### src/rtl/parammod_arb_pkg.sv
// parammod_arb_pkg: shared state type and pointer/mask helpers for the round-robin arbiter
package parammod_arb_pkg;

    typedef enum logic {IDLE, BUSY} arb_state_t;

    function automatic int unsigned wrap_inc(input int unsigned v, input int unsigned n);
        return (v + 1 >= n) ? 0 : v + 1;
    endfunction

    // one bit of the thermometer mask that keeps positions at or above the pointer
    function automatic logic ge_bit(input int unsigned i, input int unsigned p);
        return i >= p;
    endfunction

endpackage

### src/rtl/pri_enc.sv
// pri_enc: lowest-index priority encoder with one-hot and binary outputs
module pri_enc #(
    parameter int    W   = 8,
    parameter string ACT = "HIGH",
    localparam int   IW  = (W > 1) ? $clog2(W) : 1
) (
    input  logic [W-1:0]  vec,
    output logic [W-1:0]  onehot,
    output logic [IW-1:0] idx,
    output logic          valid
);

    logic [W-1:0] v;

    assign v     = (ACT == "LOW") ? ~vec : vec;
    assign valid = |v;

    // scanning downward leaves the lowest set bit as the final winner
    always_comb begin
        onehot = '0;
        idx    = '0;
        for (int i = W - 1; i >= 0; i--) begin
            if (v[i]) begin
                onehot    = '0;
                onehot[i] = 1'b1;
                idx       = IW'(i);
            end
        end
    end

endmodule

### src/rtl/rr_arbiter.sv
// rr_arbiter: registered round-robin arbiter with hold-until-done grants
// Define RR_ARB_TIMEOUT_EN to force a release after MAX_HOLD cycles of ownership.
module rr_arbiter
    import parammod_arb_pkg::*;
#(
    parameter int  REQ      = 8,
    parameter int  MAX_HOLD = 16,
    localparam int ID       = $clog2(REQ)
) (
    input  logic           clk,
    input  logic           reset,
    input  logic [REQ-1:0] req,
    input  logic           done,
    output logic [REQ-1:0] grant,
    output logic           grant_valid,
    output logic [ID-1:0]  grant_id,
    output logic           timeout
);

    arb_state_t     state, state_n;
    logic [ID-1:0]  ptr, ptr_n, arb_ptr, id_n, m_idx, u_idx, win_idx;
    logic [REQ-1:0] grant_n, arb_req, mask, m_onehot, u_onehot, win;
    logic           m_valid, u_valid, release_c, expired, forced, to_n;

`ifdef RR_ARB_TIMEOUT_EN
    localparam int HW = $clog2(MAX_HOLD + 1);
    logic [HW-1:0] hold_cnt;
    assign expired = (state == BUSY) && (hold_cnt == HW'(MAX_HOLD - 1));
    always_ff @(posedge clk or posedge reset) begin
        if (reset) hold_cnt <= '0;
        else       hold_cnt <= (state == IDLE || release_c) ? '0 : hold_cnt + HW'(1);
    end
`else
    assign expired = 1'b0;
`endif

    assign release_c   = (state == BUSY) && (done || !req[grant_id] || expired);
    assign forced      = expired && !done && req[grant_id];
    assign grant_valid = |grant;

    // on release the search starts just past the owner and excludes it
    assign arb_ptr = (state == BUSY) ? ID'(wrap_inc(int'(grant_id), REQ)) : ptr;
    assign arb_req = req & ~grant;

    for (genvar i = 0; i < REQ; i++) begin : g_mask
        assign mask[i] = ge_bit(i, int'(arb_ptr));
    end

    pri_enc #(.W(REQ), .ACT("HIGH")) u_masked (
        .vec    (arb_req & mask),
        .onehot (m_onehot),
        .idx    (m_idx),
        .valid  (m_valid)
    );

    pri_enc #(.W(REQ), .ACT("HIGH")) u_full (
        .vec    (arb_req),
        .onehot (u_onehot),
        .idx    (u_idx),
        .valid  (u_valid)
    );

    assign win     = m_valid ? m_onehot : u_onehot;
    assign win_idx = m_valid ? m_idx : u_idx;

    always_comb begin
        state_n = state;
        grant_n = grant;
        id_n    = grant_id;
        ptr_n   = ptr;
        to_n    = 1'b0;
        if (state == IDLE || release_c) begin
            grant_n = win;
            id_n    = u_valid ? win_idx : grant_id;
            state_n = u_valid ? BUSY : IDLE;
            ptr_n   = arb_ptr;
            to_n    = forced;
        end
    end

    always_ff @(posedge clk or posedge reset) begin
        if (reset) begin
            state    <= IDLE;
            grant    <= '0;
            grant_id <= '0;
            ptr      <= '0;
            timeout  <= 1'b0;
        end else begin
            state    <= state_n;
            grant    <= grant_n;
            grant_id <= id_n;
            ptr      <= ptr_n;
            timeout  <= to_n;
        end
    end

endmodule

### config.mk
export PLATFORM = sky130hd
export DESIGN_NAME = rr_arbiter
export DESIGN_NICKNAME = d
export VERILOG_FILES = /design/src/rtl/parammod_arb_pkg.sv /design/src/rtl/pri_enc.sv /design/src/rtl/rr_arbiter.sv
export SDC_FILE = /design/constraint.sdc
export NUM_CORES = 1
export LEC_CHECK = 0
export CAP_MARGIN = 20
export CORE_UTILIZATION = 48
export DETAILED_ROUTE_END_ITERATION = 10
export GPL_TIMING_DRIVEN = 0
export PLACE_DENSITY = 0.76
export SYNTH_ARGS = -nofsm -noshare
export SYNTH_HDL_FRONTEND = slang
export SYNTH_HIERARCHICAL = 1
export SYNTH_SLANG_ARGS = --single-unit
### constraint.sdc
create_clock -name clk -period 3 [get_ports clk]
set_input_delay 0.3 -clock clk [delete_from_list [all_inputs] [get_ports clk]]
set_output_delay 0.3 -clock clk [all_outputs]
set_load 0.01 [all_outputs]
**Word level (Yosys, flattened, before mapping)**

Index checks and enable logic that the tools add are counted.

- Output and inout port bits: 13
- Bits in registers: 15
- Word-level logic and storage cells: 65

- $add $sub $neg: 1
- Order comparisons: 9
- Multiplexer cells: 39
- Bitwise operators: 4
- Reduce and logical (&&, ||, !) cells: 8

Operator list:

| cell | number |
|---|---|
| $mux 8 | 17 |
| $mux 3 | 19 |
| $reduce_or 8->1 | 3 |
| $and 8x8->8 | 2 |
| $ge 3x3->1 const A | 3 |
| $not 8->8 | 1 |
| $ge 1x3->1 const A | 2 |
| $ge 2x3->1 const A | 2 |
| $add 3x1->4 const B | 1 |
| $ge 4x4->1 const B | 1 |
| $lt 3x4->1 const B | 1 |
| $bmux 1 s3 | 1 |
| $logic_or 1x1->1 | 2 |
| $mux 1 | 2 |
| $reduce_and 2->1 | 1 |
| $logic_and 1x1->1 | 1 |
| $logic_not 1->1 | 1 |
| $not 1->1 | 1 |

**Longest topological paths before layout**

- Depth in word-level cells: 15
- Mapped depth: 12
- Gate-level depth less buffers: 10

**By module**

Netlist, hierarchy kept.

Modules (own cells, without submodules):

| module | instances | area each (um^2) | sequential area each (um^2) | cells each |
|---|---|---|---|---|
| rr_arbiter | 1 | 1108.6 | 375.4 | 96 |
| pri_enc | 2 | 143.9 | 0.0 | 24 |

**Worst setup path before layout**

OpenSTA, ideal clock, no wires.

- Path type: register to register
- From: reg grant_id[0]
- To: reg grant[0]
- Setup slack: -0.316 ns
- Data arrival time: 3.190 ns
- Cell stages (with the launch flop): 10
- Cell sequence: dfrtp_1 -> ha_1 -> a31o_2 -> a2111oi_0 -> nor2_2 -> and3_1 -> nand2_1 -> dlygate4sd1_1 -> mux2_2 -> mux2_4

- Elaborated cells on any way between the ends: 27

RTL lines:

| element | line | text |
|---|---|---|
| from (decl) | rr_arbiter.sv:16 | `output logic [ID-1:0] grant_id,` |
| from (signal assigned) | rr_arbiter.sv:91 | `grant_id <= id_n;` |
| $add 3x1->4 * | parammod_arb_pkg.sv:7 | `return (v + 1 >= n) ? 0 : v + 1;` |
| $ge 4x4->1 | parammod_arb_pkg.sv:7 |  |
| $mux 3 * | parammod_arb_pkg.sv:7 |  |
| $mux 3 * | rr_arbiter.sv:42 | `assign arb_ptr = (state == BUSY) ? ID'(wrap_inc(int'(grant_id), REQ)) : ptr;` |
| $ge 1x3->1 (tied with other cells) | parammod_arb_pkg.sv:12 | `return i >= p;` |
| $and 8x8->8 * | rr_arbiter.sv:50 | `.vec (arb_req & mask),` |
| $reduce_or 8->1 * | pri_enc.sv:16 | `assign valid = \|v;` |
| via m_valid | rr_arbiter.sv:23 | `logic m_valid, u_valid, release_c, expired, forced, to_n;` |
| $mux 8 * | rr_arbiter.sv:63 | `assign win = m_valid ? m_onehot : u_onehot;` |
| to (signal assigned) | rr_arbiter.sv:90 | `grant <= grant_n;` |
| to (decl) | rr_arbiter.sv:14 | `output logic [REQ-1:0] grant,` |

The timed path passes the listed nets; every way through them passes the cells marked *. The select of a mux whose other input is x is not followed.
A chain may end at the register's enable or synchronous reset.

**Worst setup path in the final report**

- From: reg grant_id[0]
- To: reg grant[7]

The elaborated chain is that of the path after synthesis.

==> key figures <==
Final layout
  • Commonest non-fill, non-tap cell in the layout: clkdlybuf4s50_1
  • Register area: 377.9 sq um
  • Design area: 0.001817 sq mm
  • Area of the multi-input gates: 0.001001 sq mm
  • P&R area growth vs syn: 30.11%
  • ANT cells: 0
  • # nets final: 191
  • Non-Filler Instances: 209
  • Share of cells above drive strength 1: 0.3876
  • Most frequent cells in the layout: 22 x clkdlybuf4s50_1, 15 x mux2_2, 13 x dfrtp_1
  • Fill count: 221

STA
  • Final setup viols: 0
  • Worst relative slew slack: 0.6108
  • Skew final: 0.008447 ns
  • Max Fclk: 342.1 MHz
  • Hold Violations, Final: 0
  • Fin crit period: 2.923 ns
  • Worst-margin pin slew: 0.5831 ns
  • Final Max Tran Viols: 0
  • Tcrit/Tclk final: 0.9744

Detailed routing
  • Vias per cell: 5.871
  • Via count: 1227
  • Remaining antenna violation count: 0
  • DRT iter0 DRCs: 32
  • Wirelength per Cell: 16.65 um
  • DRT Wirelength: 3.480 mm
  • DRC violation count after routing: 0
  • First-pass detailed-route iteration total: 4

Synth
  • Number of flops mapped to enable cells by yosys: 0
  • Area contributors post-synth: dfrtp_1 27%, mux2_2 12%, mux2_4 9.7%
  • Top cell type by total area after synthesis: dfrtp_1
  • Ys async rst share: 1.000
  • Share of the synthesized area in the top cell type: 0.2688
  • Post-Syn Nets: 156
  • Mean Syn Cell Area: 9.697 sq um
  • Distinct cells, synth: 45
  • Number of synthesized register bits: 15
  • Gate Count Post-Synth: 144
  • Post-synth top flop: dfrtp_1
  • Sequential element share of the synthesized area: 0.2688
  • Ys Warns: 6
  • Post-Synthesis Cell Area: 0.001396 sq mm

Global route
  • GRT Util Overall: 0.2342
  • Largest net degree at the start of global routing: 16
  • First-pass GRT wire length: 5.651 mm
  • Initial antenna violation count: 0
  • Vias in the first global route: 1199
  • Total grt overflow: 0

Placed design
  • Cells after DPL: 197
  • DPL Wire Length: 2.593 mm
  • IO buf count: 22
  • Post-DP Area: 0.001677 sq mm
  • GPL Wtd Cong: 0.8620

Critical path
  • Critical path launch point type: flop
  • CP delay by family, top: simple AND/OR/NAND/NOR gates
  • CP max stage delay: 0.46 ns
  • CP max stage cell: dfrtp_2
  • Worst Path Buf+Inv: 1
  • CP Class: flop to flop
  • Crit Path Max Fanout: 10
  • Worst Path Arrival: 3.09 ns
  • Cell chain of the critical path: ha_1, a31o_2, or2_2, a21boi_4, nor2_2, and3_1, nand2_2, buf_6, mux2_2, mux2_4
  • WP data required: 3.17 ns
  • Crit. End Element: flop

CTS
  • CTS tree: built
  • CTS Buf Count: 3
  • CTS H-Tree Depth: 1
  • Root Buffer: clkbuf_4
  • Clock sinks: 15
  • Clk buf depth: 2
  • Skew-Pair Late Insertion Delay: 0.29 ns
  • CTS Hold Bufs: 0
  • Clock slew at reported path FFs: 0.09 ns

Power and ir drop
  • Leak Pwr: 0.0007736 uW
  • VDD IR-drop max: 804.0 uV
  • Pwr dens: 1129 mW/mm^2

Floorplanning
  • Width of the die: 55.94 um
  • # IOs: 24
  • Die Area: 0.003129 sq mm
  • Core Area: 0.002758 sq mm
  • Starting Density: 0.5064
  • Die height: 55.94 um
  • Rows: 19

Job
  • Max-cap viol count: 0

Outcome
  • Status: finished clean

Worst hold path
  • Worst hold path class: input port to async pin
==> kinds of logic (layout without fill, tap and decap cells) <==
kind of cell | after synthesis | after routing | synth area share
buffers and inverters | 14 | 48 | 0.06362
AOI/OAI and AO/OA | 23 | 23 | 0.1263
adders and majority gates | 1 | 1 | 0.008959
other | 1 | 1 | 0.002686
DFF | 15 | 15 | 0.2688
muxes | 27 | 27 | 0.2491
and+or+nand+nor | 63 | 63 | 0.2805
==> power breakdown <==
group          switching, uW  internal, uW
registers               88.3           292
logic                    726           829
clock network           66.0          49.5
==> metrics by stage <==
| stage | setup slack (ns) | util | hold slack [ns] | setup TNS [ns] | power (uW) |
|---|---|---|---|---|---|
| 2_1_floorplan | 0.00001910 | - | 0.2015 | 0 | 1351 |
| 3_3_place_gp | -0.2264 | 0.6080 | 0.4853 | -1.632 | 1684 |
| 3_5_place_dp | -0.2926 | 0.6080 | 0.4860 | -2.254 | 1714 |
| 4_1_cts | 0.03042 | 0.6266 | 0.3806 | 0 | 1884 |
| 5_1_grt | -0.002887 | 0.6588 | 0.4238 | -0.002887 | 2191 |
| 6_report | 0.07670 | 0.6588 | 0.3615 | 0 | 2051 |
==> layer usage <==
| layer | vias to the layer above | global-route usage | part of all wire |
|---|---|---|---|
| li1 | 579 | - | - |
| met1 | 607 | 0.3175 | 0.44 |
| met2 | 37 | 0.3890 | 0.51 |
| met3 | 4 | 0.02326 | 0.047 |
| met4 | 0 | 0.08711 | 0.0052 |
| met5 | - | 0 | 0 |
==> synth_stat cells, types with 3 or more instances <==
library cell	number
mux2_4	9
nand2_1	7
nor4_1	4
nor2_1	10
dfrtp_1	15
o21ai_0	5
nand2b_1	3
nor2_2	6
a21boi_0	4
buf_4	4
and2_1	4
mux2_2	15
inv_1	8
nor2b_1	9
==> repair_timing <==
action,4_1_cts,5_1_grt
gates resized for setup,8,5
pin swaps,0,2
setup endpoints to repair,9,8
gates cloned,0,0
buffers inserted,0,8
==> area by class of cell <==
type	count	share of cell area
inverters	8	0.01653
clock inverters	1	0.002755
plain buffers	6	0.03375
clock buffers	3	0.01240
multi-input cells	115	0.5510
flip-flops and latches	15	0.2080
well taps	31	0.02135
repair buffers	30	0.1543
==> worst paths after layout <==
path,start,to,slack [ns],depth (start not counted)
worst max-delay path,grant_id[0],grant[7],0.08,10
worst min-delay path,reset,ptr[0],0.36,2
worst max register to register,grant_id[0],grant[7],0.08,10
worst min register to register,ptr[1],ptr[1],0.51,1
max in group asynchronous,reset,grant_id[1],2.22,2
min in group clk,ptr[1],ptr[1],0.51,1
==> flip-flops by register name, indices dropped and copies added (netlist names) <==
register / count
grant: 8
state: 1
ptr: 3
grant_id: 3
Power figures use the tool's default switching activity.
